`src/rtl/au_dec_seq_if.sv`:
```
// rtl/au_dec_seq_if.sv - valid/ready operand and result bundle for au_dec_seq
// Producer side drives operands, consumer side takes results; busy mirrors the engine state.
interface au_dec_seq_if #(
  parameter int WORD_W = 8,
  parameter int NWORD  = 4
);
  localparam int DW   = WORD_W * NWORD;
  localparam int NS_W = $clog2(NWORD + 1);

  logic            in_valid;
  logic            in_ready;
  logic [DW-1:0]   in_data;
  logic            in_dec;
  logic            out_valid;
  logic            out_ready;
  logic [DW-1:0]   out_data;
  logic            out_borrow;
  logic [NS_W-1:0] out_nsteps;
  logic            busy;

  modport master (
    output in_valid, in_data, in_dec, out_ready,
    input  in_ready, out_valid, out_data, out_borrow, out_nsteps, busy
  );

  modport slave (
    input  in_valid, in_data, in_dec, out_ready,
    output in_ready, out_valid, out_data, out_borrow, out_nsteps, busy
  );
endinterface

```
`src/rtl/au_dec_seq.sv`:
```
// rtl/au_dec_seq.sv - word-serial multi-word decrement through one shared AU_dec_c
// The borrow ripples one word per cycle and stops at the first word that absorbs it.
module au_dec_seq #(
  parameter int WORD_W = 8,
  parameter int NWORD  = 4,
  parameter int ARCH   = 0
) (
  input  logic        clk,
  input  logic        rst_n,
  au_dec_seq_if.slave bus
);
  localparam int DW    = WORD_W * NWORD;
  localparam int IDX_W = (NWORD > 1) ? $clog2(NWORD) : 1;
  localparam int NS_W  = $clog2(NWORD + 1);
  localparam logic [IDX_W-1:0] LAST_IDX = IDX_W'(NWORD - 1);

  typedef enum logic [1:0] {S_IDLE, S_RUN, S_DONE} state_t;

  state_t            r_state;
  logic [DW-1:0]     r_data;
  logic [IDX_W-1:0]  r_idx;
  logic              r_borrow;
  logic [NS_W-1:0]   r_nsteps;
  logic              r_in_ready;
  logic              r_out_valid;
  logic              r_busy;

  logic [WORD_W-1:0] w_a;
  logic [WORD_W-1:0] w_z;
  logic              w_co;

  assign w_a = r_data[int'(r_idx) * WORD_W +: WORD_W];

  AU_dec_c #(.WIDTH(WORD_W), .ARCH(ARCH)) u_dec (
    .a  (w_a),
    .ci (r_borrow),
    .z  (w_z),
    .co (w_co)
  );

  assign bus.in_ready   = r_in_ready;
  assign bus.out_valid  = r_out_valid;
  assign bus.out_data   = r_data;
  assign bus.out_borrow = r_borrow;
  assign bus.out_nsteps = r_nsteps;
  assign bus.busy       = r_busy;

  always_ff @(posedge clk or negedge rst_n) begin
    if (!rst_n) begin
      r_state     <= S_IDLE;
      r_data      <= '0;
      r_idx       <= '0;
      r_borrow    <= 1'b0;
      r_nsteps    <= '0;
      r_in_ready  <= 1'b1;
      r_out_valid <= 1'b0;
      r_busy      <= 1'b0;
    end else begin
      case (r_state)
        S_IDLE: begin
          if (bus.in_valid && r_in_ready) begin
            r_data     <= bus.in_data;
            r_idx      <= '0;
            r_nsteps   <= '0;
            r_borrow   <= bus.in_dec;
            r_in_ready <= 1'b0;
            r_busy     <= 1'b1;
            if (bus.in_dec) begin
              r_state <= S_RUN;
            end else begin
              r_state     <= S_DONE;
              r_out_valid <= 1'b1;
            end
          end
        end
        S_RUN: begin
          // Words above the one where the borrow dies are left untouched.
          r_data[int'(r_idx) * WORD_W +: WORD_W] <= w_z;
          r_borrow <= w_co;
          r_nsteps <= r_nsteps + NS_W'(1);
          if (!w_co || r_idx == LAST_IDX) begin
            r_state     <= S_DONE;
            r_out_valid <= 1'b1;
          end else begin
            r_idx <= r_idx + IDX_W'(1);
          end
        end
        S_DONE: begin
          if (bus.out_ready) begin
            r_state     <= S_IDLE;
            r_out_valid <= 1'b0;
            r_busy      <= 1'b0;
            r_in_ready  <= 1'b1;
          end
        end
        default: r_state <= S_IDLE;
      endcase
    end
  end
endmodule

// Single-word decrement cell: z = a - ci, co flags a borrow out of the word.
module AU_dec_c #(
  parameter int WIDTH = 8,
  parameter int ARCH  = 0
) (
  input  logic [WIDTH-1:0] a,
  input  logic             ci,
  output logic [WIDTH-1:0] z,
  output logic             co
);
  generate
    if (ARCH == 0) begin : g_sub
      assign {co, z} = {1'b0, a} - {{WIDTH{1'b0}}, ci};
    end else begin : g_add
      assign z  = a + {WIDTH{ci}};
      assign co = ci & ~(|a);
    end
  endgenerate
endmodule

```
`src/flat_wrapper.sv`:
```
// flat-port wrapper written by rule: the top's interface ports become plain ports
module au_dec_seq_flat 
#(
  parameter int WORD_W = 8,
  parameter int NWORD  = 4,
  parameter int ARCH   = 0
)
  (clk, rst_n, bus_in_valid, bus_in_data, bus_in_dec, bus_out_ready, bus_in_ready, bus_out_valid, bus_out_data, bus_out_borrow, bus_out_nsteps, bus_busy);
  au_dec_seq_if #(.WORD_W(WORD_W), .NWORD(NWORD)) bus_i ();
  input  logic clk;
  input  logic rst_n;
  input wire logic [$bits(bus_i.in_valid)-1:0] bus_in_valid;
  input wire logic [$bits(bus_i.in_data)-1:0] bus_in_data;
  input wire logic [$bits(bus_i.in_dec)-1:0] bus_in_dec;
  input wire logic [$bits(bus_i.out_ready)-1:0] bus_out_ready;
  output wire logic [$bits(bus_i.in_ready)-1:0] bus_in_ready;
  output wire logic [$bits(bus_i.out_valid)-1:0] bus_out_valid;
  output wire logic [$bits(bus_i.out_data)-1:0] bus_out_data;
  output wire logic [$bits(bus_i.out_borrow)-1:0] bus_out_borrow;
  output wire logic [$bits(bus_i.out_nsteps)-1:0] bus_out_nsteps;
  output wire logic [$bits(bus_i.busy)-1:0] bus_busy;
  assign bus_i.in_valid = bus_in_valid;
  assign bus_i.in_data = bus_in_data;
  assign bus_i.in_dec = bus_in_dec;
  assign bus_i.out_ready = bus_out_ready;
  assign bus_in_ready = bus_i.in_ready;
  assign bus_out_valid = bus_i.out_valid;
  assign bus_out_data = bus_i.out_data;
  assign bus_out_borrow = bus_i.out_borrow;
  assign bus_out_nsteps = bus_i.out_nsteps;
  assign bus_busy = bus_i.busy;
  au_dec_seq #(.WORD_W(WORD_W), .NWORD(NWORD), .ARCH(ARCH)) u_core (.clk(clk), .rst_n(rst_n), .bus(bus_i));
endmodule
```
`config.mk`:
```
export PLATFORM = sky130hd
export DESIGN_NAME = au_dec_seq_flat
export DESIGN_NICKNAME = d
export VERILOG_FILES = /design/src/rtl/au_dec_seq_if.sv /design/src/rtl/au_dec_seq.sv /design/src/flat_wrapper.sv
export SDC_FILE = /design/constraint.sdc
export NUM_CORES = 1
export LEC_CHECK = 0
export CAP_MARGIN = 20
export CORE_MARGIN = 2
export CORE_UTILIZATION = 25
export CTS_BUF_LIST = sky130_fd_sc_hd__clkbuf_4 sky130_fd_sc_hd__clkbuf_8
export DETAILED_ROUTE_END_ITERATION = 10
export HOLD_SLACK_MARGIN = 0.1
export PLACE_DENSITY = 0.48
export SLEW_MARGIN = 5
export SYNTH_ARGS = -nofsm -noshare
export SYNTH_HDL_FRONTEND = slang
export SYNTH_SLANG_ARGS = --single-unit
```
`constraint.sdc`:
```
create_clock -name clk -period 3.4 [get_ports clk]
set_clock_uncertainty 0.15 [all_clocks]
set_input_delay 0.68 -clock clk [delete_from_list [all_inputs] [get_ports clk]]
set_output_delay 0.68 -clock clk [all_outputs]
set_load 0.01 [all_outputs]
```
==> results.tsv <==
stage	metric	value	unit
critical_path	cpPeakStageDelay	0.56	ns
power_and_ir_drop	vdd_ir_drop_max	366	uV
synth	syn-num-nets	318	
placed_design	gp_congestion	0.799	
critical_path	crit_required	3.48	ns
power_and_ir_drop	p_clk_share	14.5	%
cells_and_area	n_antenna_cell	0	
routing	wl	8.03	mm
floorplanning	coreArea	9770	um^2
routing	viasPerCell	4.81	
synth	synth_seq_cells	43	
clock_tree	clk_pin_slew	0.09	ns
clock_tree	cts_resized	0	
cells_and_area	drive_gt1_share	9.32	%
floorplanning	dieArea	10900	um^2
sta	hold_viol	0	
sta	tightest_slew	0.732	ns
synth	postSynthAreaPerCell	9.19	um^2
synth	syn_inst	274	
floorplanning	dieHeight	104	um
sta	slew_viol_final	0	
grt	grt_start_max_net_pins	44	
clock_tree	cts-root-buf	clkbuf_8	
worst_hold_path	worstHoldPathType	in -> async	
routing	ant_nets	0	
cells_and_area	nets	397	
clock_tree	clock_path_buffers	2	
placed_design	place_area	3440	um^2
floorplanning	die_w	104	um
power_and_ir_drop	combPwrFrac	50.8	%
grt	antenna_found_initial	0	
sta	period_share	90.1	%
clock_tree	clock_latency	0.30	ns
power_and_ir_drop	power.internal	1.73	mW
clock_tree	htree_num_levels	2	
routing	drt_first_pass_iters	4	
power_and_ir_drop	p_per_area	789	nW/um^2
synth	async_flop_share	100	%
run	maxCapViolations	0	
synth	synth_top_cell_area_share	41.7	%
routing	vias	2343	
cells_and_area	fill_cells	1010	
routing	initialDrtViolationCount	89	
outcome	outcome	finished, final reports clean	
synth	synth.distinct_cells	41	
grt	overflow	0	
clock_tree	cts_inserted_buffers	5	
power_and_ir_drop	swShare	38.6	%
sta	slew_headroom	51.2	%
critical_path	reg2reg_from	u_core.r_idx[0]$_DFFE_PN0P_	
sta	final-setup-viol-count	0	
synth	synthesis.area	2520	um^2
critical_path	r2r_end	u_core.r_idx[1]$_DFFE_PN0P_	
sta	period_needed	3.06	ns
grt	grt_pass1_wl	12.4	mm
routing	route.detailed.drc	0	
clock_tree	post-cts-setup-buffers	0	
clock_tree	hold_buffers	0	
floorplanning	fp-row-count	36	
sta	rsz0062_at_grt	no	
power_and_ir_drop	p_switching	1.09	mW
synth	yosys_warnings	0	
placed_design	place_ws	0.353	ns
sta	setup_slack	0.337	ns
synth	seq_area_frac_synth	42.8	%
critical_path	r2r_slack	0.34	ns
floorplanning	ios	76	
critical_path	crit_path_start_kind	register	
placed_design	io_buffers	75	
critical_path	crit_path_end_kind	register	
critical_path	rr_worst_depth	9	
critical_path	worstPathArrival	3.14	ns
grt	grt_pass1_vias	2277	
synth	synthTopCellsByArea	dfrtp_1 (42%), a21oi_1 (5.8%), nor2_1 (5.7%)	
grt	grt_util_all_layers	14.5	%
sta	timing.fmax	326	MHz
synth	synth_top_cell_by_area	dfrtp_1	
clock_tree	cts_tree	built	
critical_path	slowest_stage	or4_4	
cells_and_area	syn_to_final_growth	41.9	%
routing	routedWlPerCell	16.5	um
synth	synth_edf_count	0	
power_and_ir_drop	leakage	1.40	nW
floorplanning	start_util	25.8	%
critical_path	crit_chain	mux4_2 -> inv_1 -> ha_1 -> ha_1 -> inv_1 -> or4_4 -> or4_4 -> nor2_4 -> mux2i_1	
cells_and_area	finalInstanceArea	3570	um^2
critical_path	crit_fanout	5	
sta	tns	0	ns
power_and_ir_drop	p_seq_share	34.6	%
clock_tree	cts.sinks	43	
synth	synthFlopType	dfrtp_1	
critical_path	critPathKind	reg -> reg	
placed_design	post-dp-hpwl	5.99	mm
## flip-flops by register name (all words and copies together) (netlist names)
register and cells:
u_core.bus.in_ready 1, u_core.bus.out_valid 1, u_core.bus.out_borrow 1, u_core.bus.out_data 32, u_core.r_state 2, u_core.bus.out_nsteps 3, u_core.bus.busy 1, u_core.r_idx 2
## power by group through the flow
stage | registers [mW] | logic [mW] | clock network [mW]
2_1_floorplan | 1.01 | 0.662 | 0
3_3_place_gp | 0.995 | 1.43 | 0
3_5_place_dp | 0.992 | 1.43 | 0
4_1_cts | 0.982 | 1.45 | 0.423
5_1_grt | 1.01 | 1.56 | 0.439
6_report | 0.975 | 1.43 | 0.410
## per-layer routing
layer / share of wire, % / track usage, % / vias to the layer above
met5: 0 / 0 / -
met4: 0.75 / 2.90 / 0
met3: 4.8 / 3.51 / 7
met2: 47 / 23.2 / 56
met1: 48 / 19.8 / 1121
li1: - / - / 1159
## area by class of cell
type                       instances  area (um^2)  area share (%)
clock inverter                     3         43.8            1.23
tap                              133          166            4.66
timing repair buffer              85          833            23.3
inverter                           4         15.0           0.420
clock buffer                       5         68.8            1.93
sequential                        43         1080            30.1
multi-input combinational        214         1370            38.3
## logic make-up (layout without fill, tap and decap cells)
family	count (synthesis)	count (layout)	synth area share, %
and+or+nand+nor	114	114	22.4
DFF	43	43	42.8
xor gates and xnor gates	2	2	0.696
adders and majority gates	7	7	3.48
buffers and inverters	17	97	2.83
AOI/OAI and AO/OA	79	79	19.1
muxes	12	12	8.70
## cells in the mapped netlist (3+ instances only)
| cell | number |
|---|---|
| mux4_2 | 4 |
| nand3_1 | 8 |
| o21ai_0 | 16 |
| inv_1 | 4 |
| nor3_1 | 7 |
| ha_1 | 7 |
| nand2b_1 | 6 |
| a22oi_1 | 5 |
| a31oi_1 | 8 |
| mux2i_1 | 5 |
| a2bb2oi_1 | 6 |
| or2_2 | 3 |
| a21oi_1 | 29 |
| and3_1 | 6 |
| dfrtp_1 | 42 |
| mux4_1 | 3 |
| nor2_1 | 38 |
| nand2_1 | 29 |
| o21a_1 | 3 |
| clkbuf_1 | 10 |
| o211ai_1 | 4 |
| nand3b_1 | 3 |
## critical path, delay by kind of cell (launching register included)
family                   cells  cell delay [ns]
AND/OR/NAND/NOR              3             1.28
multiplexers                 2             0.69
buffers and inverters        2             0.13
adder cells (fa/ha/maj)      2             0.35
flip-flops                   1             0.38
## per-stage QoR
stage               hold slack (ns)  cells  power, mW  util, %
floorplan                     0.234    274       1.67        -
CTS                           0.332    486       2.85     36.4
global placement              0.326    478       2.42     35.2
detailed placement            0.318    478       2.43     35.2
finish                        0.176    487       2.82     36.6
global route                  0.200    487       3.01     36.6
## worst max-delay path by stage
stage | startpoint | to | slack, ns | cells past startpoint
2_1_floorplan | u_core.r_idx[0]$_DFFE_PN0P_ | u_core.r_idx[0]$_DFFE_PN0P_ | 0.02 | 11
3_3_place_gp | u_core.r_idx[0]$_DFFE_PN0P_ | u_core.r_idx[0]$_DFFE_PN0P_ | 0.37 | 9
3_5_place_dp | u_core.r_idx[0]$_DFFE_PN0P_ | u_core.r_idx[0]$_DFFE_PN0P_ | 0.35 | 9
4_1_cts | u_core.r_idx[0]$_DFFE_PN0P_ | u_core.r_idx[1]$_DFFE_PN0P_ | 0.31 | 9
5_1_grt | u_core.r_idx[1]$_DFFE_PN0P_ | u_core.r_idx[1]$_DFFE_PN0P_ | 0.17 | 10
6_report | u_core.r_idx[0]$_DFFE_PN0P_ | u_core.r_idx[1]$_DFFE_PN0P_ | 0.34 | 9
## layout by cell type, fill, tap and decap left out, types with 6 or more instances in the layout
cell type and instances:
dfrtp_1 42, buf_4 9, a31oi_1 8, nor2_1 38, nand3_1 8, a2bb2oi_1 6
a21oi_1 29, and3_1 6, nor3_1 7, clkdlybuf4s50_1 74, nand2_1 29, o21ai_0 16
nand2b_1 6, ha_1 7
Note: power is estimated with default switching activity, not from simulation.
